--- src/rtl/spi_flash_bridge.sv ---
// spi_flash_bridge
// Bus-side front end for the spi_tx flash master. After reset it wakes the
// flash with a release-from-power-down command (0xAB) and waits out tRES1.
// It then turns bus word reads into 0x03 flash reads and returns the data
// little-endian. A one-word buffer keeps the most recent read, so repeating
// that access completes without an SPI transaction.
module spi_flash_bridge #(
  parameter int WAKE_CYCLES = 30,
  parameter int USE_BUF     = 1
) (
  input  logic        ck,
  input  logic        rst_n,
  input  logic        bus_valid,
  input  logic [23:0] bus_addr,
  output logic [31:0] bus_rdata,
  output logic        bus_ready,
  output logic [7:0]  spi_code,
  output logic [23:0] spi_addr,
  output logic        spi_tx_addr,
  output logic        spi_no_read,
  output logic        spi_req,
  input  logic [31:0] spi_rdata,
  input  logic        spi_ready,
  output logic        busy
);

  localparam logic [7:0] CMD_RES  = 8'hAB;
  localparam logic [7:0] CMD_READ = 8'h03;

  // The counter holds WAKE_CYCLES-1 down to 0.
  localparam int               CNT_W     = (WAKE_CYCLES > 2) ? $clog2(WAKE_CYCLES) : 1;
  localparam logic [CNT_W-1:0] WAKE_LOAD = CNT_W'(WAKE_CYCLES - 32'sd1);
  localparam logic [CNT_W-1:0] CNT_ONE   = CNT_W'(1'b1);
  localparam logic [CNT_W-1:0] CNT_ZERO  = CNT_W'(1'b0);
  localparam logic             BUF_ON    = (USE_BUF != 32'sd0);

  typedef enum logic [2:0] {
    ST_WAKE_REQ  = 3'd0,
    ST_WAKE_WAIT = 3'd1,
    ST_WAKE_DLY  = 3'd2,
    ST_IDLE      = 3'd3,
    ST_RD_REQ    = 3'd4,
    ST_RD_WAIT   = 3'd5,
    ST_RESP      = 3'd6,
    ST_GAP       = 3'd7
  } state_t;

  // spi_tx shifts the first received byte into [31:24]; the bus wants it in [7:0].
  function automatic logic [31:0] swap_bytes(input logic [31:0] d);
    return {d[7:0], d[15:8], d[23:16], d[31:24]};
  endfunction

  state_t           state_r;
  logic [CNT_W-1:0] cnt_r;
  logic             busy_r;
  logic             bus_ready_r;
  logic [31:0]      bus_rdata_r;
  logic             spi_req_r;
  logic [7:0]       spi_code_r;
  logic [23:0]      spi_addr_r;
  logic             spi_tx_addr_r;
  logic             spi_no_read_r;
  logic             buf_valid_r;
  logic [21:0]      buf_addr_r;
  logic [31:0]      buf_data_r;
  logic             hit_s;
  logic [31:0]      swapped_s;

  assign swapped_s = swap_bytes(spi_rdata);

  // Buffer hit: the stored word address matches the requested one
  always_comb begin
    hit_s = 1'b0;
    if (BUF_ON && buf_valid_r && (buf_addr_r == bus_addr[23:2])) begin
      hit_s = 1'b1;
    end else begin
      hit_s = 1'b0;
    end
  end

  // Sequencer: wake handshake, read dispatch, buffer update and bus response
  always_ff @(posedge ck or negedge rst_n) begin
    if (!rst_n) begin
      state_r       <= ST_WAKE_REQ;
      cnt_r         <= CNT_ZERO;
      busy_r        <= 1'b1;
      bus_ready_r   <= 1'b0;
      bus_rdata_r   <= 32'h0000_0000;
      spi_req_r     <= 1'b0;
      spi_code_r    <= CMD_RES;
      spi_addr_r    <= 24'h00_0000;
      spi_tx_addr_r <= 1'b0;
      spi_no_read_r <= 1'b1;
      buf_valid_r   <= 1'b0;
      buf_addr_r    <= 22'h00_0000;
      buf_data_r    <= 32'h0000_0000;
    end else begin
      case (state_r)
        ST_WAKE_REQ: begin
          spi_req_r     <= 1'b1;
          spi_code_r    <= CMD_RES;
          spi_tx_addr_r <= 1'b0;
          spi_no_read_r <= 1'b1;
          state_r       <= ST_WAKE_WAIT;
        end
        ST_WAKE_WAIT: begin
          spi_req_r <= 1'b0;
          if (spi_ready) begin
            cnt_r   <= WAKE_LOAD;
            state_r <= ST_WAKE_DLY;
          end
        end
        ST_WAKE_DLY: begin
          if (cnt_r == CNT_ZERO) begin
            busy_r  <= 1'b0;
            state_r <= ST_IDLE;
          end else begin
            cnt_r <= cnt_r - CNT_ONE;
          end
        end
        ST_IDLE: begin
          if (bus_valid) begin
            if (hit_s) begin
              bus_rdata_r <= buf_data_r;
              bus_ready_r <= 1'b1;
              state_r     <= ST_RESP;
            end else begin
              // Request goes out on the very next cycle; the command fields
              // stay registered until the following request.
              spi_req_r     <= 1'b1;
              spi_code_r    <= CMD_READ;
              spi_addr_r    <= bus_addr & 24'hFF_FFFC;
              spi_tx_addr_r <= 1'b1;
              spi_no_read_r <= 1'b0;
              state_r       <= ST_RD_REQ;
            end
          end
        end
        ST_RD_REQ: begin
          spi_req_r <= 1'b0;
          state_r   <= ST_RD_WAIT;
        end
        ST_RD_WAIT: begin
          if (spi_ready) begin
            bus_rdata_r <= swapped_s;
            bus_ready_r <= 1'b1;
            buf_data_r  <= swapped_s;
            buf_addr_r  <= spi_addr_r[23:2];
            buf_valid_r <= BUF_ON;
            state_r     <= ST_RESP;
          end
        end
        ST_RESP: begin
          bus_ready_r <= 1'b0;
          state_r     <= ST_GAP;
        end
        ST_GAP: begin
          state_r <= ST_IDLE;
        end
        default: begin
          spi_req_r   <= 1'b0;
          bus_ready_r <= 1'b0;
          busy_r      <= 1'b1;
          buf_valid_r <= 1'b0;
          state_r     <= ST_WAKE_REQ;
        end
      endcase
    end
  end

  assign bus_rdata   = bus_rdata_r;
  assign bus_ready   = bus_ready_r;
  assign spi_code    = spi_code_r;
  assign spi_addr    = spi_addr_r;
  assign spi_tx_addr = spi_tx_addr_r;
  assign spi_no_read = spi_no_read_r;
  assign spi_req     = spi_req_r;
  assign busy        = busy_r;

endmodule

--- config.mk ---
export PLATFORM = sky130hd
export DESIGN_NAME = spi_flash_bridge
export DESIGN_NICKNAME = d
export VERILOG_FILES = /design/src/rtl/spi_flash_bridge.sv
export SDC_FILE = /design/constraint.sdc
export NUM_CORES = 1
export LEC_CHECK = 0
export ABC_AREA = 1
export CAP_MARGIN = 20
export CELL_PAD_IN_SITES_DETAIL_PLACEMENT = 1
export CELL_PAD_IN_SITES_GLOBAL_PLACEMENT = 2
export CORE_MARGIN = 8
export CORE_UTILIZATION = 30
export CTS_BUF_LIST = sky130_fd_sc_hd__clkbuf_8
export CTS_CLUSTER_SIZE = 14
export DETAILED_ROUTE_END_ITERATION = 6
export PLACE_DENSITY_LB_ADDON = 0.08
export SYNTH_ARGS = -nofsm -noshare
export SYNTH_HDL_FRONTEND = slang
export SYNTH_SLANG_ARGS = --single-unit
export TNS_END_PERCENT = 100
--- constraint.sdc ---
create_clock -name ck -period 2.1 [get_ports ck]
set_input_delay 0.63 -clock ck [delete_from_list [all_inputs] [get_ports ck]]
set_output_delay 0.63 -clock ck [all_outputs]
set_load 0.03 [all_outputs]
=== Word level (Yosys, flattened, before mapping) ===
Index checks and enable logic that the tools add are counted.

* Bits in registers: 130
* Latch bits: 0
* Memory bits (writable): 0
* ROM bits: 0
* Memories kept: 0

* Add/subtract/negate cells: 1
* Multiply operators: 0
* Divide/modulo/power cells: 0
* Magnitude comparators: 0
* Eq/ne operators: 15
* Shifts and indexed selects: 0
* Mux-type cells: 28
* Bitwise gates (word level): 1
* Reduce and logical (&&, ||, !) cells: 18

{| class="wikitable"
|+ Operators with widths
! cell !! number
|-
| $mux W32 || 3
|-
| $pmux W32 S2 || 1
|-
| $pmux W3 S8 || 1
|-
| $eq A22 B22 Y1 || 1
|-
| $mux W8 || 2
|-
| $pmux W8 S2 || 1
|-
| $ne A2 B2 Y1 const B || 7
|-
| $eq A3 B3 Y1 const B || 4
|-
| $mux W3 || 4
|-
| $reduce_and A3 Y1 || 4
|-
| $reduce_and A4 Y1 || 3
|-
| $mux W5 || 2
|-
| $pmux W5 S2 || 1
|-
| $mux W1 || 8
|-
| $eq A3 B2 Y1 const B || 2
|-
| $pmux W1 S3 || 2
|-
| $reduce_bool A2 Y1 || 3
|-
| $reduce_bool A3 Y1 || 2
|-
| $logic_not A5 Y1 || 1
|-
| $sub A5 B1 Y5 const B || 1
|-
| $pmux W1 S2 || 2
|-
| $reduce_and A2 Y1 || 2
|-
| $eq A3 B1 Y1 const B || 1
|-
| $logic_not A3 Y1 || 1
|-
| 4 further kinds || 4
|}

=== Longest topological paths before layout ===
Gate-level depths: netlist (run 1).

* Depth after elaboration: 6
* Mapped depth: 13
* Depth with buffers taken out: 12

=== Worst setup path before layout (run 1) ===
No wires, ideal clock.

* Kind: in2reg
* Start: input bus_addr[16]
* End: register spi_addr_r[14], in the netlist spi_addr[14]
* Setup time: 0.118 ns
* Arrival: 1.570 ns
* Slack: 0.412 ns
* Cell stages on the path: 12
* Cell sequence: inv_1 -> nand2_1 -> nand2_1 -> nor2_1 -> nand2_1 -> nor2_1 -> nand3_1 -> nand2_4 -> inv_2 -> buf_2 -> nand3_1 -> nand2_1

* Cells in the longest elaborated chain, start to end: 5

{| class="wikitable"
|+ Ends and longest elaborated chain
! item !! line !! text
|-
| from (decl) || 14 || <nowiki>input logic [23:0] bus_addr,</nowiki>
|-
| $eq A22 B22 Y1 || 74 || <nowiki>if (BUF_ON && buf_valid_r && (buf_addr_r == bus_addr[23:2])) begin</nowiki>
|-
| $logic_and A1 B1 Y1 || 74 ||
|-
| $mux W1 || 74 ||
|-
| $not A1 Y1 (no line) || - ||
|-
| $reduce_and A3 Y1 (no line) || - ||
|-
| to (signal assigned) || 132 || <nowiki>spi_addr_r <= bus_addr & 24'hFF_FFFC;</nowiki>
|-
| to (decl) || 60 || <nowiki>logic [23:0] spi_addr_r;</nowiki>
|}

Every way passes these cells.
A chain may end at the register's enable or synchronous reset.

=== Worst setup path after layout (run 1) ===
* Start: register spi_code_r[5], in the netlist spi_code[5]
* End: output spi_code[5]

{| class="wikitable"
|+ RTL lines
! item !! line !! text
|-
| from (decl) || 59 || <nowiki>logic [7:0] spi_code_r;</nowiki>
|-
| from (signal assigned) || 90 || <nowiki>spi_code_r <= CMD_RES;</nowiki>
|-
| from (signal assigned) || 101 || <nowiki>spi_code_r <= CMD_RES;</nowiki>
|-
| from (signal assigned) || 131 || <nowiki>spi_code_r <= CMD_READ;</nowiki>
|-
| to (decl) || 17 || <nowiki>output logic [7:0] spi_code,</nowiki>
|}

No word-level cell between the ends.

==> impl_results.html, run 1 <==
<table>
<tr><th>Metric</th><th>Value</th></tr>
<tr><th colspan="2">Worst setup path</th></tr>
<tr><td>Worst path top cell family by delay</td><td>flip-flops</td></tr>
<tr><td>Required time of the critical path</td><td>1470 ps</td></tr>
<tr><td>Critical path, cell by cell</td><td>dlygate4sd2_1</td></tr>
<tr><td>Launch instance of the worst register-to-register path</td><td>buf_addr_r[16]</td></tr>
<tr><td>Critical path origin</td><td>spi_code[5]</td></tr>
<tr><td>Worst setup path category</td><td>reg2out</td></tr>
<tr><td>Total buffers and inverters traversed by the critical path</td><td>1</td></tr>
<tr><td>Worst flop-to-flop path endpoint</td><td>bus_rdata[30]</td></tr>
<tr><td>Count of cells along the worst register-to-register path</td><td>12</td></tr>
<tr><td>Worst Setup Start Kind</td><td>register</td></tr>
<tr><td>Arrival time worst endpoint</td><td>1400 ps</td></tr>
<tr><td>Capture point of the worst path</td><td>spi_code[5]</td></tr>
<tr><td>Critical Path Fanout Max</td><td>5</td></tr>
<tr><td>Cell count along the critical path</td><td>1</td></tr>
<tr><td>Cell with the biggest individual delay on the critical path</td><td>sky130_fd_sc_hd__dfstp_2</td></tr>
<tr><td>Flop2flop setup slack</td><td>380 ps</td></tr>
<tr><td>Type of element capturing the critical path</td><td>output port</td></tr>
<tr><td>Slowest Stage Delay on Critical Path</td><td>560 ps</td></tr>
<tr><th colspan="2">Run status</th></tr>
<tr><td>Result of the run</td><td>complete, no violations</td></tr>
<tr><th colspan="2">Global route</th></tr>
<tr><td>Aggregate global routing overflow</td><td>0</td></tr>
<tr><td>Wire length of the first global-routing pass</td><td>29690 µm</td></tr>
<tr><td>Overall track demand over capacity in global routing</td><td>15.43%</td></tr>
<tr><td>Vias in the first global route</td><td>5720</td></tr>
<tr><td>Initial antenna violation count</td><td>0</td></tr>
<tr><td>Maximum number of pins on one net before global-route repair</td><td>41</td></tr>
<tr><th colspan="2">CTS</th></tr>
<tr><td>Number of buffers added by the clock tree synthesis step</td><td>17</td></tr>
<tr><td>CTS tree</td><td>done</td></tr>
<tr><td>Clock slew at the register clock pins of the worst setup and hold paths</td><td>70 ps</td></tr>
<tr><td>Insertion delay of the later-clocked pin in the worst-skew pair</td><td>440 ps</td></tr>
<tr><td>Level count of the clock H-tree</td><td>4</td></tr>
<tr><td>Root cell of the clock tree</td><td>sky130_fd_sc_hd__clkbuf_8</td></tr>
<tr><td>Number of buffers inserted by hold repair at cts</td><td>0</td></tr>
<tr><td>Clock Tree Buf Depth</td><td>2</td></tr>
<tr><td>Clock tree sinks</td><td>122</td></tr>
<tr><th colspan="2">Detailed routing</th></tr>
<tr><td>Average wire per cell in the routed design</td><td>16.07 µm</td></tr>
<tr><td>Ratio of routed vias to standard cells</td><td>4.533</td></tr>
<tr><td>WL final</td><td>18400 µm</td></tr>
<tr><td>DRC marker count from the first detailed-route iteration</td><td>210</td></tr>
<tr><td>Total via count after detailed routing</td><td>5190</td></tr>
<tr><td>Drt pass-1 iters</td><td>4</td></tr>
<tr><td>Post-detailed-route count of antenna-violating nets</td><td>0</td></tr>
<tr><td>Final routed DRC violation total</td><td>0</td></tr>
<tr><th colspan="2">Power and ir drop</th></tr>
<tr><td>Part of the power in registers</td><td>34.5%</td></tr>
<tr><td>Peak ir drop on the vdd network</td><td>0.0004833 V</td></tr>
<tr><td>Leakage power summed over all cells</td><td>4.375 nW</td></tr>
<tr><td>Cell-internal power</td><td>6.430 mW</td></tr>
<tr><td>Power Density</td><td>1495 nW/µm²</td></tr>
<tr><td>Clock network power share</td><td>16.3%</td></tr>
<tr><td>Part of the power in combinational logic</td><td>49.2%</td></tr>
<tr><td>Power spent charging and discharging nets</td><td>5.340 mW</td></tr>
<tr><td>Overall Power</td><td>11.77 mW</td></tr>
<tr><td>Net switching fraction of the power</td><td>45.37%</td></tr>
<tr><th colspan="2">Layout</th></tr>
<tr><td>Area overhead of the layout relative to synthesis</td><td>35.24%</td></tr>
<tr><td>Commonest cells after routing, fill and taps aside</td><td>255 x sky130_fd_sc_hd__nand2_1, 120 x sky130_fd_sc_hd__dfrtp_1, 86 x sky130_fd_sc_hd__inv_1, 68 x sky130_fd_sc_hd__o21ai_0, 60 x sky130_fd_sc_hd__dlygate4sd2_1</td></tr>
<tr><td>Number of antenna repair diodes</td><td>0</td></tr>
<tr><td>Final Instance Count excl. Fillers</td><td>1145</td></tr>
<tr><td>Most common cell after layout, fill and taps aside</td><td>sky130_fd_sc_hd__nand2_1</td></tr>
<tr><td>Fraction of layout instances using a drive strength above 1</td><td>10.34%</td></tr>
<tr><td>Post-Route Utilization</td><td>40.84%</td></tr>
<tr><td>Layout net count</td><td>929</td></tr>
<tr><th colspan="2">Logic synthesis</th></tr>
<tr><td>Gate count of the mapped netlist</td><td>734</td></tr>
<tr><td>Post-synthesis area per instance</td><td>7.928 µm²</td></tr>
<tr><td>Number of warnings issued by yosys</td><td>0</td></tr>
<tr><td>Post-synthesis cell type with the largest combined area</td><td>sky130_fd_sc_hd__dfrtp_1</td></tr>
<tr><td>Number of distinct library cell variants in the gate-level netlist after synthesis</td><td>34</td></tr>
<tr><td>Sequential cell area fraction in the yosys report</td><td>52.50%</td></tr>
<tr><td>Number of synthesized register bits</td><td>122</td></tr>
<tr><td>Cell area after synthesis</td><td>5819 µm²</td></tr>
<tr><td>Largest cells by area after synthesis</td><td>sky130_fd_sc_hd__dfrtp_1 52%, sky130_fd_sc_hd__nand2_1 17%, sky130_fd_sc_hd__o21ai_0 5.8%</td></tr>
<tr><td>Share of Yosys cell area claimed by the top area cell type</td><td>51.60%</td></tr>
<tr><th colspan="2">Floorplanning</th></tr>
<tr><td>Area inside the core boundary</td><td>19270 µm²</td></tr>
<tr><td>Std cell rows</td><td>51</td></tr>
<tr><td>Overall die area</td><td>24110 µm²</td></tr>
<tr><td>Effective utilization at floorplan</td><td>30.20%</td></tr>
<tr><td>Floorplan die width</td><td>155.3 µm</td></tr>
<tr><td>Die Ht</td><td>155.3 µm</td></tr>
<tr><td>Number of placed I/O pins</td><td>129</td></tr>
<tr><th colspan="2">Timing</th></tr>
<tr><td>Crit share post-route</td><td>96.59%</td></tr>
<tr><td>Hold slack final</td><td>133.7 ps</td></tr>
<tr><td>Unrepaired setup endpoints after global routing</td><td>true</td></tr>
<tr><td>Clock tree skew after final layout</td><td>14.45 ps</td></tr>
<tr><td>Fin. Hold Viols</td><td>0</td></tr>
<tr><td>Worst path setup slack after routing</td><td>71.53 ps</td></tr>
<tr><td>Setup violation total in the final timing report</td><td>0</td></tr>
<tr><td>Final max-slew violation count</td><td>0</td></tr>
<tr><td>Max Clk Rate</td><td>493.0 MHz</td></tr>
<tr><td>Shortest period the worst path allows</td><td>2028 ps</td></tr>
<tr><th colspan="2">Placement</th></tr>
<tr><td># placed instances</td><td>1108</td></tr>
<tr><td>Post-DP HPWL</td><td>12880 µm</td></tr>
<tr><td>Placement-stage worst setup slack</td><td>-482.7 ps</td></tr>
<tr><td>GP Congestion</td><td>0.7638</td></tr>
<tr><td>Port bufs</td><td>119</td></tr>
<tr><th colspan="2">Flow run</th></tr>
<tr><td>Max-Cap Viols</td><td>0</td></tr>
<tr><th colspan="2">Hold path</th></tr>
<tr><td>Type of the worst min-delay path</td><td>in2async</td></tr>
</table>
metal layers:
metal / GRT usage, % / up-vias / wire (µm)
met5: 0 / - / 0
met4: 3.928 / 0 / 124
met3: 4.577 / 11 / 980
met2: 26.19 / 92 / 9118
met1: 18.82 / 2526 / 8176
li1: - / 2561 / -
flip-flops by register name, indices dropped and copies added (netlist names):
name,count
buf_addr_r,22
buf_data_r,32
buf_valid_r,1
bus_rdata,32
bus_ready,1
busy,1
cnt_r,5
spi_addr,22
spi_code,1
spi_req,1
spi_tx_addr,1
state_r,3
cells by family after synthesis:
family | Yosys count | synth area share (%)
fa+ha+maj | 2 | 0.4299
flops | 122 | 52.50
other cells | 2 | 0.1291
mux | 3 | 0.5805
xor+xnor | 2 | 0.3011
compound gates | 98 | 8.794
simple gates | 370 | 26.77
buf+inv | 135 | 10.49
how the worst min path moves through the flow:
stage           startpoint             to  cells after the start  slack, ps
5_1_grt              rst_n   spi_addr[14]                      1        130
6_report             rst_n   spi_addr[14]                      1        130
3_3_place_gp   buf_valid_r    buf_valid_r                      2        450
2_1_floorplan        rst_n  buf_addr_r[0]                      0        330
4_1_cts              rst_n   spi_addr[14]                      1        120
3_5_place_dp          busy           busy                      1        460
cells in the mapped netlist:
cell	instances
sky130_fd_sc_hd__ha_1	2
sky130_fd_sc_hd__nor2_2	1
sky130_fd_sc_hd__dfrtp_1	120
sky130_fd_sc_hd__nor2_1	38
sky130_fd_sc_hd__nand2_4	2
sky130_fd_sc_hd__buf_6	5
sky130_fd_sc_hd__o22ai_2	1
sky130_fd_sc_hd__nor3_2	1
sky130_fd_sc_hd__o211ai_1	1
sky130_fd_sc_hd__conb_1	2
sky130_fd_sc_hd__clkbuf_1	9
sky130_fd_sc_hd__o21a_1	1
sky130_fd_sc_hd__nand3_1	33
sky130_fd_sc_hd__a21oi_1	22
sky130_fd_sc_hd__o21ai_1	1
sky130_fd_sc_hd__o22ai_1	1
sky130_fd_sc_hd__xnor2_1	1
sky130_fd_sc_hd__nand2_1	257
sky130_fd_sc_hd__buf_2	20
sky130_fd_sc_hd__o21ai_0	68
sky130_fd_sc_hd__buf_1	3
sky130_fd_sc_hd__a21oi_2	1
sky130_fd_sc_hd__buf_4	11
sky130_fd_sc_hd__a31oi_1	1
sky130_fd_sc_hd__nand4_1	34
sky130_fd_sc_hd__inv_2	5
sky130_fd_sc_hd__xor2_1	1
sky130_fd_sc_hd__a21boi_0	1
sky130_fd_sc_hd__dfstp_2	2
sky130_fd_sc_hd__nand3_4	1
sky130_fd_sc_hd__mux2_1	3
sky130_fd_sc_hd__nand2_2	1
sky130_fd_sc_hd__nor3_1	2
sky130_fd_sc_hd__inv_1	82
final cells by class:
cell class,count,area (µm²)
Fill cell,2326,11400
Multi-Input combinational cell,482,2210
Inverter,87,326.6
Tap cell,265,331.6
Timing Repair Buffer,157,1595
Clock inverter,13,90.09
Clock buffer,19,261.5
Sequential cell,122,3055
stage by stage:
stage / instance area, µm² / TNS [ps]
global route: 7870 / -67.70
finish: 7870 / 0
detailed placement: 7445 / -26110
CTS: 7719 / 0
floorplan: 5838 / 0
global placement: 7445 / -23650
power groups by stage:
| stage | Clock (mW) | Sequential, mW | Combinational (mW) |
|---|---|---|---|
| final | 1.92 | 4.06 | 5.79 |
| after global routing | 2.10 | 4.20 | 6.47 |
| after CTS | 2.00 | 4.08 | 5.61 |
| after detailed placement | 0 | 4.13 | 5.94 |
| after global placement | 0 | 4.07 | 5.78 |
| after floorplan | 0 | 4.87 | 2.83 |
timing repair:
action / CTS / global route
gates resized for setup: 62 / 28
pin swaps: 0 / 9
gates cloned: 0 / 3
setup buffers: 0 / 2
endpoints found under the setup margin: 62 / 58
No activity file was read; power rests on OpenSTA's default activity.
==> inputs of run 2 (changes only) <==
- ABC_CLOCK_PERIOD_IN_PS: not set -> 2100
==> results of run 2 <==
The final DEF is identical to that of run 1; final timing and power are the same.
==> inputs of run 3 (changes only) <==
- CORE_ASPECT_RATIO: not set -> 1.2
- MAX_ROUTING_LAYER: not set -> met4
==> impl_results.html, run 3 (synthesis results as in run 1) <==
<table>
<tr><th>Metric</th><th>Value</th></tr>
<tr><th colspan="2">Run status</th></tr>
<tr><td>Result of the run</td><td>complete, no violations (unchanged)</td></tr>
<tr><th colspan="2">Power and ir drop</th></tr>
<tr><td>Net switching fraction of the power</td><td>44.57% (was 45.37%)</td></tr>
<tr><td>Leakage power summed over all cells</td><td>4.380 nW (was 4.375 nW)</td></tr>
<tr><td>Part of the power in registers</td><td>34.0% (was 34.5%)</td></tr>
<tr><td>Power Density</td><td>1509 nW/µm² (was 1495 nW/µm²)</td></tr>
<tr><td>Clock network power share</td><td>17.9% (was 16.3%)</td></tr>
<tr><td>Power spent charging and discharging nets</td><td>5.335 mW (was 5.340 mW)</td></tr>
<tr><td>Cell-internal power</td><td>6.634 mW (was 6.430 mW)</td></tr>
<tr><td>Part of the power in combinational logic</td><td>48.1% (was 49.2%)</td></tr>
<tr><td>Peak ir drop on the vdd network</td><td>0.0005776 V (was 0.0004833 V)</td></tr>
<tr><th colspan="2">CTS</th></tr>
<tr><td>Number of buffers inserted by hold repair at cts</td><td>0 (unchanged)</td></tr>
<tr><td>Insertion delay of the later-clocked pin in the worst-skew pair</td><td>440 ps (about the same)</td></tr>
<tr><td>Clock Tree Buf Depth</td><td>2 (unchanged)</td></tr>
<tr><td>Root cell of the clock tree</td><td>sky130_fd_sc_hd__clkbuf_8 (unchanged)</td></tr>
<tr><td>Clock slew at the register clock pins of the worst setup and hold paths</td><td>70 ps (about the same)</td></tr>
<tr><td>Level count of the clock H-tree</td><td>4 (unchanged)</td></tr>
<tr><td>Clock tree sinks</td><td>122 (unchanged)</td></tr>
<tr><td>Number of buffers added by the clock tree synthesis step</td><td>17 (unchanged)</td></tr>
<tr><td>CTS tree</td><td>done (unchanged)</td></tr>
<tr><th colspan="2">Detailed routing</th></tr>
<tr><td>Ratio of routed vias to standard cells</td><td>4.543 (was 4.533)</td></tr>
<tr><td>Final routed DRC violation total</td><td>0 (unchanged)</td></tr>
<tr><td>Post-detailed-route count of antenna-violating nets</td><td>0 (unchanged)</td></tr>
<tr><td>Average wire per cell in the routed design</td><td>15.86 µm (was 16.07 µm)</td></tr>
<tr><td>Total via count after detailed routing</td><td>5183 (was 5190)</td></tr>
<tr><td>Drt pass-1 iters</td><td>4 (unchanged)</td></tr>
<tr><td>WL final</td><td>18100 µm (was 18400 µm)</td></tr>
<tr><td>DRC marker count from the first detailed-route iteration</td><td>181 (was 210)</td></tr>
<tr><th colspan="2">Floorplanning</th></tr>
<tr><td>Floorplan die width</td><td>143.1 µm (was 155.3 µm)</td></tr>
<tr><td>Number of placed I/O pins</td><td>129 (unchanged)</td></tr>
<tr><td>Die Ht</td><td>168.6 µm (was 155.3 µm)</td></tr>
<tr><td>Area inside the core boundary</td><td>19270 µm² (about the same)</td></tr>
<tr><td>Effective utilization at floorplan</td><td>30.20% (about the same)</td></tr>
<tr><td>Overall die area</td><td>24130 µm² (was 24110 µm²)</td></tr>
<tr><td>Std cell rows</td><td>56 (was 51)</td></tr>
<tr><th colspan="2">Timing</th></tr>
<tr><td>Crit share post-route</td><td>96.58% (was 96.59%)</td></tr>
<tr><td>Final max-slew violation count</td><td>0 (unchanged)</td></tr>
<tr><td>Fin. Hold Viols</td><td>0 (unchanged)</td></tr>
<tr><td>Clock tree skew after final layout</td><td>17.33 ps (was 14.45 ps)</td></tr>
<tr><td>Worst path setup slack after routing</td><td>71.80 ps (was 71.53 ps)</td></tr>
<tr><td>Setup violation total in the final timing report</td><td>0 (unchanged)</td></tr>
<tr><td>Max Clk Rate</td><td>493.0 MHz (about the same)</td></tr>
<tr><td>Shortest period the worst path allows</td><td>2028 ps (about the same)</td></tr>
<tr><td>Unrepaired setup endpoints after global routing</td><td>false (was true)</td></tr>
<tr><th colspan="2">Layout</th></tr>
<tr><td>Area overhead of the layout relative to synthesis</td><td>36.27% (was 35.24%)</td></tr>
<tr><td>Layout net count</td><td>929 (unchanged)</td></tr>
<tr><td>Most common cell after layout, fill and taps aside</td><td>sky130_fd_sc_hd__nand2_1 (unchanged)</td></tr>
<tr><td>Post-route standard cell area excluding fillers</td><td>7930 µm² (was 7870 µm²)</td></tr>
<tr><td>Commonest cells after routing, fill and taps aside</td><td>256 x sky130_fd_sc_hd__nand2_1, 120 x sky130_fd_sc_hd__dfrtp_1, 85 x sky130_fd_sc_hd__inv_1, 68 x sky130_fd_sc_hd__o21ai_0, 62 x sky130_fd_sc_hd__dlygate4sd2_1 (was 255 x sky130_fd_sc_hd__nand2_1, 120 x sky130_fd_sc_hd__dfrtp_1, 86 x sky130_fd_sc_hd__inv_1, 68 x sky130_fd_sc_hd__o21ai_0, 60 x sky130_fd_sc_hd__dlygate4sd2_1)</td></tr>
<tr><td>Fill count</td><td>2308 (was 2326)</td></tr>
<tr><td>Fraction of layout instances using a drive strength above 1</td><td>10.45% (was 10.34%)</td></tr>
<tr><td>Number of antenna repair diodes</td><td>0 (unchanged)</td></tr>
<tr><th colspan="2">Worst setup path</th></tr>
<tr><td>Total buffers and inverters traversed by the critical path</td><td>4 (was 1)</td></tr>
<tr><td>Type of element capturing the critical path</td><td>register (was output port)</td></tr>
<tr><td>Worst path top cell family by delay</td><td>buffers and inverters (was flip-flops)</td></tr>
<tr><td>Worst setup path category</td><td>in2reg (was reg2out)</td></tr>
<tr><td>Worst Setup Start Kind</td><td>input pin (was register)</td></tr>
<tr><td>Arrival time worst endpoint</td><td>2390 ps (was 1400 ps)</td></tr>
<tr><td>Critical Path Fanout Max</td><td>6 (was 5)</td></tr>
<tr><td>Slowest Stage Delay on Critical Path</td><td>520 ps (was 560 ps)</td></tr>
<tr><td>Critical path, cell by cell</td><td>clkdlybuf4s50_1, xnor2_1, buf_4, nand3_1, nor2_2, nand3_2, nand2_4, inv_2, nand2_4, clkbuf_16, nand2_1, nand2_1 (was dlygate4sd2_1)</td></tr>
<tr><td>Required time of the critical path</td><td>2470 ps (was 1470 ps)</td></tr>
<tr><td>Cell with the biggest individual delay on the critical path</td><td>sky130_fd_sc_hd__clkdlybuf4s50_1 (was sky130_fd_sc_hd__dfstp_2)</td></tr>
<tr><th colspan="2">Global route</th></tr>
<tr><td>Aggregate global routing overflow</td><td>0 (unchanged)</td></tr>
<tr><td>Global routing usage on met3</td><td>3.410% (was 4.577%)</td></tr>
<tr><td>Maximum number of pins on one net before global-route repair</td><td>72 (was 41)</td></tr>
<tr><td>Most utilized layer in the global route result</td><td>met2 (unchanged)</td></tr>
<tr><td>Initial antenna violation count</td><td>0 (unchanged)</td></tr>
<tr><td>Fraction of met1 tracks used by global routing</td><td>18.22% (was 18.82%)</td></tr>
<tr><td>Vias in the first global route</td><td>5830 (was 5720)</td></tr>
<tr><td>Wire length of the first global-routing pass</td><td>29810 µm (was 29690 µm)</td></tr>
<tr><td>Overall track demand over capacity in global routing</td><td>16.08% (was 15.43%)</td></tr>
<tr><td>GR Layer Usage met2</td><td>27.40% (was 26.19%)</td></tr>
<tr><th colspan="2">Placement</th></tr>
<tr><td>Port bufs</td><td>119 (unchanged)</td></tr>
<tr><td>GP Congestion</td><td>0.7720 (was 0.7638)</td></tr>
<tr><td>Placement-stage worst setup slack</td><td>-490.6 ps (was -482.7 ps)</td></tr>
<tr><td>Post-detailed-placement cell area</td><td>7465 µm² (was 7445 µm²)</td></tr>
<tr><td>Post-DP HPWL</td><td>12720 µm (was 12880 µm)</td></tr>
<tr><th colspan="2">Hold path</th></tr>
<tr><td>Type of the worst min-delay path</td><td>in2async (unchanged)</td></tr>
<tr><th colspan="2">Flow run</th></tr>
<tr><td>Max-Cap Viols</td><td>0 (unchanged)</td></tr>
</table>
## run 3: final cells by class
cell class	count	area (µm²)	share of cell area (%)
clock buffers	17	234.0	2.950
clock inverters	15	161.4	2.035
inverters	87	326.6	4.118
multi-input cells	482	2215	27.93
flip-flops and latches	122	3055	38.53
well taps	261	326.6	4.118
repair buffers	157	1612	20.32
## run 3: worst paths after layout
check                                from            to  slack, ps  cells past startpoint
hold / removal                      rst_n   spi_addr[5]        190                      2
min in group ck               buf_valid_r   buf_valid_r        470                      2
hold reg to reg               buf_valid_r   buf_valid_r        470                      2
setup reg to reg           buf_addr_r[16]  spi_addr[20]        350                     13
max in group asynchronous           rst_n  bus_rdata[3]       1540                      2
setup / recovery             bus_addr[12]  spi_addr[20]         70                     12
## run 3: power groups by stage
stage	Sequential [mW]	Combinational, mW	Clock [mW]
final	4.06	5.76	2.14
after global routing	4.22	6.46	2.32
after CTS	4.08	5.72	2.23
after detailed placement	4.13	6.03	0
after global placement	4.07	5.87	0
after floorplan	4.87	2.83	0
## run 3: timing repair
item                       CTS  global route
gates cloned                 0             2
gates resized for setup     65            19
hold endpoints to repair     0             0
buffers inserted             0             3
pin swaps                    0             7
setup endpoints to repair   64            57
## run 3: per-stage QoR
| stage | TNS, ps | utilization [%] | instances | power [mW] | hold slack (ps) |
|---|---|---|---|---|---|
| final | 0 | 41.16 | 1141 | 11.97 | 185.4 |
| after global routing | 0 | 41.16 | 1141 | 12.99 | 185.2 |
| after CTS | 0 | 40.43 | 1136 | 12.03 | 175.8 |
| after detailed placement | -26810 | 38.74 | 1104 | 10.16 | 454.7 |
| after global placement | -24900 | 38.74 | 1104 | 9.934 | 451.5 |
| after floorplan | 0 | - | 739 | 7.700 | 334.4 |
## run 3: worst reg2reg max path, delay by kind of cell, from the launching register on
kind,cells,cell delay (ps)
AND/OR/NAND/NOR,10,1020
buffers and inverters,3,310
flip-flops,1,350
## run 3: layer usage
metal | share of wire [%] | vias to the layer above
li1 | - | 2559
met1 | 43 | 2509
met2 | 51 | 94
met3 | 3.8 | 21
met4 | 1.6 | 0
met5 | 0 | -
